## src/rtl/debounce_event_arbiter_pkg.sv

```systemverilog
// -----------------------------------------------------------------------------
// debounce_pkg
// Shared definitions for the debounce/event-arbiter slice:
//   chan_state_t  - per-channel state (STABLE / LOCK)
//   MAX_BTNS      - upper bound on the number of button channels
//   lock_cycles() - lockout length in clock cycles, never less than 1
//   id_width()    - width of a channel index, never less than 1
// -----------------------------------------------------------------------------
package debounce_pkg;

  localparam int MAX_BTNS = 16;

  typedef enum logic {
    STABLE = 1'b0,
    LOCK   = 1'b1
  } chan_state_t;

  function automatic int lock_cycles(input int delay_ns, input int clk_ns);
    int q;
    q = delay_ns / clk_ns;
    return (q < 1) ? 1 : q;
  endfunction

  function automatic int id_width(input int n);
    return (n > 1) ? $clog2(n) : 1;
  endfunction

endpackage

```

## src/rtl/debounce_event_arbiter_if.sv

```systemverilog
// -----------------------------------------------------------------------------
// debounce_event_arbiter_if
// Valid/ready event stream carrying one debounced button edge per transfer.
//   event_valid - an event is presented (master -> slave)
//   event_ready - slave accepts the presented event (slave -> master)
//   event_id    - channel index of the event, IDW bits
//   event_level - new debounced level, 1 = press, 0 = release
// Modports: master (event producer), slave (event consumer).
// -----------------------------------------------------------------------------
interface debounce_event_arbiter_if #(
  parameter int IDW = 2
);
  logic           event_valid;
  logic           event_ready;
  logic [IDW-1:0] event_id;
  logic           event_level;

  modport master (output event_valid, output event_id, output event_level,
                  input  event_ready);
  modport slave  (input  event_valid, input  event_id, input  event_level,
                  output event_ready);
endinterface

```

## src/rtl/debounce_event_arbiter_channel.sv

```systemverilog
// -----------------------------------------------------------------------------
// debounce_channel
// Early-detection debouncer for one button: reacts on the first edge, then
// ignores the input for LOCK_CYCLES cycles. Optional build macro:
// DEBOUNCE_SYNC_EN adds a 2-flop input synchronizer (reset to 0).
// Ports:
//   clk, rst   - clock, asynchronous active-high reset
//   btn        - raw button level
//   clear      - the arbiter loaded this channel's event this cycle
//   debounced  - debounced level (registered)
//   pending    - an event for this channel awaits loading (registered)
//   toggle     - combinational strobe: debounced flips at the next edge
// -----------------------------------------------------------------------------
module debounce_channel
  import debounce_pkg::*;
#(
  parameter int LOCK_CYCLES = 10,
  parameter int CW          = $clog2(LOCK_CYCLES + 1)
) (
  input  logic clk,
  input  logic rst,
  input  logic btn,
  input  logic clear,
  output logic debounced,
  output logic pending,
  output logic toggle
);

  logic s;

`ifdef DEBOUNCE_SYNC_EN
  logic sync1_reg;
  logic sync2_reg;

  always_ff @(posedge clk or posedge rst) begin
    if (rst) begin
      sync1_reg <= 1'b0;
      sync2_reg <= 1'b0;
    end else begin
      sync1_reg <= btn;
      sync2_reg <= sync1_reg;
    end
  end

  assign s = sync2_reg;
`else
  assign s = btn;
`endif

  chan_state_t   state_reg;
  logic [CW-1:0] cnt_reg;
  logic          debounced_reg;
  logic          pending_reg;

  // Input is only looked at while STABLE; LOCK masks all bounce.
  assign toggle = (state_reg == STABLE) && (s != debounced_reg);

  always_ff @(posedge clk or posedge rst) begin
    if (rst) begin
      state_reg     <= STABLE;
      cnt_reg       <= '0;
      debounced_reg <= 1'b0;
      pending_reg   <= 1'b0;
    end else begin
      // A toggle coinciding with a load keeps the flag set: the newer edge
      // still needs its own event.
      pending_reg <= (pending_reg & ~clear) | toggle;
      case (state_reg)
        STABLE: begin
          if (toggle) begin
            debounced_reg <= ~debounced_reg;
            cnt_reg       <= CW'(LOCK_CYCLES - 1);
            state_reg     <= LOCK;
          end
        end
        LOCK: begin
          if (cnt_reg == '0) begin
            state_reg <= STABLE;
          end else begin
            cnt_reg <= cnt_reg - 1'b1;
          end
        end
        default: state_reg <= STABLE;
      endcase
    end
  end

  assign debounced = debounced_reg;
  assign pending   = pending_reg;

endmodule

```

## src/rtl/debounce_event_arbiter.sv

```systemverilog
// -----------------------------------------------------------------------------
// debounce_event_arbiter
// Debounces N_BTNS buttons and serialises their press/release edges onto one
// valid/ready event stream with a round-robin arbiter.
// Optional build macro: DEBOUNCE_SYNC_EN (2-flop synchronizer per input,
// adds 2 cycles to every latency).
// Ports:
//   clk_i        - clock, rising edge
//   rst_i        - asynchronous active-high reset
//   btn_i        - raw button levels, 1 = pressed
//   debounced_o  - debounced level per channel
//   overrun_o    - sticky: an undelivered event was overwritten
//   ev           - event stream (master side): valid, ready, id, level
// -----------------------------------------------------------------------------
module debounce_event_arbiter
  import debounce_pkg::*;
#(
  parameter int N_BTNS        = 4,
  parameter int CLK_PERIOD_NS = 10,
  parameter int DELAY_NS      = 10_000_000
) (
  input  logic                     clk_i,
  input  logic                     rst_i,
  input  logic [N_BTNS-1:0]        btn_i,
  output logic [N_BTNS-1:0]        debounced_o,
  output logic                     overrun_o,
  debounce_event_arbiter_if.master ev
);

  localparam int LOCK_CYCLES = lock_cycles(DELAY_NS, CLK_PERIOD_NS);
  localparam int CW          = $clog2(LOCK_CYCLES + 1);
  localparam int IDW         = id_width(N_BTNS);

  logic [N_BTNS-1:0] pending_w;
  logic [N_BTNS-1:0] toggle_w;
  logic [N_BTNS-1:0] clear_w;
  logic [IDW-1:0]    grant_w;
  logic              found_w;
  logic              load_w;

  logic              valid_reg;
  logic [IDW-1:0]    id_reg;
  logic              level_reg;
  logic [IDW-1:0]    last_grant_reg;
  logic              overrun_reg;

  generate
    for (genvar gi = 0; gi < N_BTNS; gi++) begin : g_chan
      debounce_channel #(
        .LOCK_CYCLES (LOCK_CYCLES),
        .CW          (CW)
      ) u_chan (
        .clk       (clk_i),
        .rst       (rst_i),
        .btn       (btn_i[gi]),
        .clear     (clear_w[gi]),
        .debounced (debounced_o[gi]),
        .pending   (pending_w[gi]),
        .toggle    (toggle_w[gi])
      );
    end
  endgenerate

  // Round-robin: first pending channel at or after last_grant+1 (mod N).
  always_comb begin
    logic [IDW-1:0] idx;
    idx     = '0;
    grant_w = '0;
    found_w = 1'b0;
    for (int i = 0; i < N_BTNS; i++) begin
      idx = IDW'((int'(last_grant_reg) + 1 + i) % N_BTNS);
      if (!found_w && pending_w[idx]) begin
        grant_w = idx;
        found_w = 1'b1;
      end
    end
  end

  // The output register refills when empty or as its event is accepted.
  assign load_w = !valid_reg || ev.event_ready;

  always_comb begin
    clear_w = '0;
    if (load_w && found_w) begin
      clear_w[grant_w] = 1'b1;
    end
  end

  always_ff @(posedge clk_i or posedge rst_i) begin
    if (rst_i) begin
      valid_reg      <= 1'b0;
      id_reg         <= '0;
      level_reg      <= 1'b0;
      last_grant_reg <= IDW'(N_BTNS - 1);
      overrun_reg    <= 1'b0;
    end else begin
      // Overwriting a still-pending event loses an edge; a channel being
      // loaded this cycle has its old event safely captured.
      if (|(toggle_w & pending_w & ~clear_w)) begin
        overrun_reg <= 1'b1;
      end
      if (load_w) begin
        valid_reg <= found_w;
        if (found_w) begin
          id_reg         <= grant_w;
          level_reg      <= debounced_o[grant_w];
          last_grant_reg <= grant_w;
        end
      end
    end
  end

  assign ev.event_valid = valid_reg;
  assign ev.event_id    = id_reg;
  assign ev.event_level = level_reg;
  assign overrun_o      = overrun_reg;

endmodule
```

## src/flat_wrapper.sv

```systemverilog
// flat-port wrapper written by rule: the top's interface ports become plain ports
module debounce_event_arbiter_flat import debounce_pkg::*;
#(
  parameter int N_BTNS        = 4,
  parameter int CLK_PERIOD_NS = 10,
  parameter int DELAY_NS      = 10_000_000
)
  (clk_i, rst_i, btn_i, debounced_o, overrun_o, ev_event_valid, ev_event_id, ev_event_level, ev_event_ready);
  debounce_event_arbiter_if ev_i ();
  input  logic clk_i;
  input  logic rst_i;
  input  logic [N_BTNS-1:0] btn_i;
  output logic [N_BTNS-1:0] debounced_o;
  output logic overrun_o;
  output wire logic [$bits(ev_i.event_valid)-1:0] ev_event_valid;
  output wire logic [$bits(ev_i.event_id)-1:0] ev_event_id;
  output wire logic [$bits(ev_i.event_level)-1:0] ev_event_level;
  input wire logic [$bits(ev_i.event_ready)-1:0] ev_event_ready;
  assign ev_event_valid = ev_i.event_valid;
  assign ev_event_id = ev_i.event_id;
  assign ev_event_level = ev_i.event_level;
  assign ev_i.event_ready = ev_event_ready;
  debounce_event_arbiter #(.N_BTNS(N_BTNS), .CLK_PERIOD_NS(CLK_PERIOD_NS), .DELAY_NS(DELAY_NS)) u_core (.clk_i(clk_i), .rst_i(rst_i), .btn_i(btn_i), .debounced_o(debounced_o), .overrun_o(overrun_o), .ev(ev_i));
endmodule
```

## config.mk

```make
export PLATFORM = sky130hd
export DESIGN_NAME = debounce_event_arbiter_flat
export DESIGN_NICKNAME = d
export VERILOG_FILES = /design/src/rtl/debounce_event_arbiter_pkg.sv /design/src/rtl/debounce_event_arbiter_if.sv /design/src/rtl/debounce_event_arbiter_channel.sv /design/src/rtl/debounce_event_arbiter.sv /design/src/flat_wrapper.sv
export SDC_FILE = /design/constraint.sdc
export NUM_CORES = 1
export LEC_CHECK = 0
export CORE_MARGIN = 2
export CORE_UTILIZATION = 30
export CTS_BUF_LIST = sky130_fd_sc_hd__clkbuf_8 sky130_fd_sc_hd__clkbuf_16
export CTS_CLUSTER_DIAMETER = 30
export DETAILED_ROUTE_END_ITERATION = 6
export GPL_ROUTABILITY_DRIVEN = 0
export PLACE_DENSITY = 0.47
export SLEW_MARGIN = 20
export SYNTH_ARGS = -nofsm -noshare
export SYNTH_HDL_FRONTEND = slang
export SYNTH_SLANG_ARGS = --single-unit
```

## constraint.sdc

```tcl
create_clock -name clk_i -period 5.55 [get_ports clk_i]
set_input_delay 1.11 -clock clk_i [delete_from_list [all_inputs] [get_ports clk_i]]
set_output_delay 1.11 -clock clk_i [all_outputs]
set_load 0.02 [all_outputs]
```

# Yosys cells after proc, flatten, opt, wreduce, memory -nomap -nowiden
# Cells that the tools add are included.
# classes
n_div	0
reduce_logical	28
multipliers	0
muxes	45
add_sub_neg	8
eq_ne	12
order_cmp	6
n_shift	0
n_bitwise	23
# ops
op	count
20-bit 2-to-1 mux	8
20-bit case mux with 2 select lines	4
20-bit logical NOT	4
20-bit by 1-bit subtractor with 20-bit output (second input constant)	4
1-bit 2-to-1 mux	18
2-bit AND reduction	9
2-bit != test (second input constant)	8
2-bit by 3-bit < comparator with 1-bit output (second input constant)	5
1-bit inverter	12
1-bit binary-select mux with 2-bit select	5
1-bit logical AND	9
4-bit AND	2
2-bit 2-to-1 mux	4
1-bit case mux with 2 select lines	4
2-bit by 1-bit adder with 2-bit output (second input constant)	2
2-bit adder (second input constant)	2
1-bit AND	4
1-bit logical NOT	4
4-bit 2-to-1 mux	1
1-bit != test	4
4-bit inverter	1
1-bit OR	4
4-bit OR reduction	1
1-bit demux with 2-bit select	1
other kinds (2)	2
# totals
ramBits	0
ff_bits	99
wordCells	143
rom_bits	0
in_bits	7
mem_count	0
output_inout_bits	9
latchBits	0

# Depth between registers and ports, before layout
# logic_depth
ltp_word	21
depth_mapped	8

# Modules after synthesis
# Synthesis repeated with hierarchy kept, for this count alone.
# hier_totals
hier_cells	549
area_unflattened_um2	5469.0
# modules_own_cells
module	area_per_inst_um2	cells_each	seq_area_each_um2	n_inst
debounce_channel	1241.2	122	575.6	4
debounce_event_arbiter	504.2	61	177.7	1

# Least setup slack after synthesis
# OpenSTA, ideal clock, no wires.
# synth_timing
path_kind	input to register
from	in btn_i[1]
to	reg u_core.g_chan[1].u_chan.cnt_reg[13]
slack_ns	3.037
t_required_ns	5.430
setup_ns	0.120
cell_stages	5
t_arrival_ns	2.393
path_buffers	0
cell_sequence	xor2_1 -> o21ai_0 -> a311oi_4 -> a21oi_1 -> a31o_2
# synth_between
elab_chain_cells	4
# synth_rtl
element	line	source
start, declared	flat_wrapper.sv:12	input logic [N_BTNS-1:0] btn_i;
1-bit != test	debounce_event_arbiter_channel.sv:56	assign toggle = (state_reg == STABLE) && (s != debounced_reg);
1-bit logical AND	debounce_event_arbiter_channel.sv:56	
2-bit != test (no line)	--	
2-bit AND reduction (no line)	--	
end signal, assigned	debounce_event_arbiter_channel.sv:72	cnt_reg <= CW'(LOCK_CYCLES - 1);
end signal, assigned	debounce_event_arbiter_channel.sv:80	cnt_reg <= cnt_reg - 1'b1;
end, declared	debounce_event_arbiter_channel.sv:51	logic [CW-1:0] cnt_reg;
# No other way between the ends.
# A chain may end at the register's enable or synchronous reset.

# Worst setup path in the final report
# layout_timing
from	in btn_i[1]
to	reg u_core.g_chan[1].u_chan.cnt_reg[15]
# Same word-level chain as after synthesis.

==> out/qor.csv <==
stage;metric;value;unit
synthesis;ys_dominant_reg_cell;dfrtp_1;
drt;ant_nets;0;
drt;avgRoutedWirePerCell;14.5;um
setup_path;reg2reg_setup_slack;2840;ps
placement;place_area;5660;sq um
setup_path;start_kind;input port;
flow_run;max-cap-violations;0;
synthesis;synth_top_family_by_area;simple AND/OR/NAND/NOR gates;
die;die_w;137;um
power;total_power;1.89;mW
clock_tree;postCtsSetupRepairBufs;0;
setup_path;path_class;input port to register;
timing;timing.final.ws_setup;2570;ps
cells_and_area;layout_commonest_cell;dfrtp_1;
synthesis;syn_nets;563;
setup_path;endpoint_kind;register;
min_path;whs_path_depth;1;
drt;drt_iter0_markers;197;
timing;final_hold_viol_count;0;
min_path;min_path_type;register to register;
synthesis;async_flop_share;1.00;
grt;grt_pass1_wl;19900;um
clock_tree;clock_sinks;99;
power;clkPwrFrac;0.385;
clock_tree;cts_tree;built;
synthesis;synth_edf_count;0;
timing;fin_skew;6.28;ps
cells_and_area;fillers;1780;
clock_tree;clk_pin_slew;70;ps
synthesis;synth.top_cell.area_share;0.457;
synthesis;avgSynthCellArea;9.69;sq um
synthesis;ys_types;63;
die;top_level_ports;16;
drt;drc;0;
cells_and_area;finalInstanceArea;6000;sq um
timing;min_period;2980;ps
cells_and_area;finalNetCount;570;
placement;dp_hpwl;7750;um
grt;grt_max_degree;74;
drt;detail_route.wirelength;11400;um
setup_path;arrival;3220;ps
timing;slew_viol_final;0;
drt;viasPerCell;5.13;
clock_tree;clkLatencyLatePin;350;ps
grt;grt_usage;0.133;
grt;grt_pass1_vias;4033;
synthesis;syn-cell-area;5310;sq um
power;ir_drop;0.000185;V
grt;grt_overflow;0;
die;die-height;137;um
placement;place_inst;769;
drt;first_pass_iters;5;
power;p_int;1.38;mW
timing;fin_tns_setup;0;ps
synthesis;synthMuxAreaShare;0.0375;
clock_tree;cts_resized;0;
timing;fmax;0.335;GHz
synthesis;ys_seq_elements;99;
drt;vias;4030;
cells_and_area;final_cells;785;
clock_tree;cts_root_buffer;clkbuf_16;
clock_tree;clk_path_buf_depth;2;
cells_and_area;diodes;0;
synthesis;netlist_instances;548;
die;fp.dieArea;18800;sq um
die;num_rows;48;
power;p_sw;0.507;mW
synthesis;synth_area_leader_cell;dfrtp_1;
power;p_sw_frac;0.269;
setup_path;r2r_cells;7;
clock_tree;postCtsHoldBufs;0;
setup_path;rr_startpoint;u_core.g_chan[2].u_chan.cnt_reg[0];
synthesis;yosys_warnings;0;
power;power_frac_comb;0.146;
cells_and_area;syn2layout_area_growth;13.0;%
timing;maxSlewHeadroom;0.383;
min_path;hp-start;u_core.g_chan[0].u_chan.cnt_reg[9];
cells_and_area;largest_reg_flops;80;
min_path;hold-path-endpoint;u_core.g_chan[0].u_chan.cnt_reg[9];
setup_path;cp.required;5790;ps
timing;rsz0062_at_grt;false;
run_status;status;complete, no violations;
setup_path;cp_max_fo;9;
power;p_leak;2.20;nW
grt;antenna_found_initial;0;
setup_path;reg2reg_to;u_core.g_chan[2].u_chan.cnt_reg[3];
clock_tree;cts_made_buffers;9;
timing;period_share;0.537;
cells_and_area;post-route-util;0.347;
timing;worstMarginPinSlew;918;ps
synthesis;synthAdderAreaFrac;0.0189;
cells_and_area;drive_above_1_share;0.0732;
die;initial_core_util;0.307;
placement;pre_cts_slack;2250;ps
timing;final-setup-viol-count;0;
synthesis;synth_compound_area_frac;0.135;
die;core_area;17300;sq um
cells_and_area;layout_common_cells;dfrtp_1 (97), nand2_1 (53), nor2_1 (52);
timing;hold_ws;493;ps
synthesis;synthXorXnorAreaFrac;0.0677;
power;seq_power_share;0.470;
synthesis;synth.area.top_cells;dfrtp_1 (46%), xnor2_1 (4.3%), nand2_1 (3.7%), nor2_1 (3.7%), o21ai_0 (2.9%);
placement;port_buffers;15;
power;cellPowerDensity;314;nW/um^2
synthesis;synth-simple-area-share;0.244;
clock_tree;cts_htree_levels;3;
synthesis;seq_area_frac_synth;0.467;
## area by class of cell
cell class | instances | area (sq um) | share of cell area
repair buffers | 17 | 165 | 0.0275
clock inverters | 6 | 104 | 0.0173
inverters | 16 | 62.6 | 0.0104
flip-flops and latches | 99 | 2480 | 0.413
clock buffers | 10 | 239 | 0.0398
multi-input cells | 412 | 2670 | 0.445
well taps | 225 | 282 | 0.0469
## cell families after synthesis
family / count (synthesis)
flip-flops: 99
AO/OA/AOI/OAI: 104
buffers and inverters: 37
multiplexers: 19
adder cells (fa/ha/maj): 8
XOR/XNOR: 41
AND/OR/NAND/NOR: 240
## critical path: stages
cell             delay [ps]
clkdlybuf4s50_1         480
xor2_1                  450
o21ai_0                 280
a311oi_4                550
a21oi_1                 130
a31o_1                  220
## metal layers
| layer | vias up | track usage | share of wire |
|---|---|---|---|
| li1 | 2010 | - | - |
| met1 | 1954 | 0.178 | 0.49 |
| met2 | 50 | 0.213 | 0.47 |
| met3 | 16 | 0.0200 | 0.021 |
| met4 | 0 | 0.0567 | 0.018 |
| met5 | - | 0 | 0 |
## how the worst max path moves through the flow
stage	start	endpoint	slack, ps	cells past startpoint
after global placement	btn_i[1]	u_core.g_chan[1].u_chan.cnt_reg[13]	2340	6
after global routing	btn_i[1]	u_core.g_chan[1].u_chan.cnt_reg[15]	2400	6
final	btn_i[1]	u_core.g_chan[1].u_chan.cnt_reg[15]	2570	6
after CTS	btn_i[1]	u_core.g_chan[1].u_chan.cnt_reg[15]	2610	6
after detailed placement	btn_i[1]	u_core.g_chan[1].u_chan.cnt_reg[15]	2250	6
after floorplan	rst_i	u_core.ev.event_id[0]	1850	1
## power groups by stage
stage,logic (mW),registers (mW),clock network (mW)
4_1_cts,0.279,0.886,0.741
5_1_grt,0.307,0.900,0.773
3_5_place_dp,0.279,0.897,0
3_3_place_gp,0.275,0.895,0
6_report,0.275,0.885,0.726
2_1_floorplan,0.183,0.892,0
## synthesized netlist by cell type (3+ instances only)
library cell	number
nand4_1	3
and2_1	4
ha_1	8
o21a_1	5
nor4_1	21
nor3b_1	5
a21o_1	3
o311ai_0	3
inv_1	16
mux2i_1	12
nand2b_1	9
or2_2	4
xnor2_1	26
xor2_1	15
nor2_1	52
nor3_1	20
buf_4	4
clkbuf_1	15
dfrtp_1	97
nor4b_1	6
or3_1	13
a31oi_1	3
o21ai_0	31
nand3_1	11
nor2b_1	6
nand2_1	53
a211oi_1	6
and3_1	3
a21oi_1	13
o31ai_1	9
o211ai_1	10
or4_1	15
mux2_2	7
(Power assumes the default switching activity.)
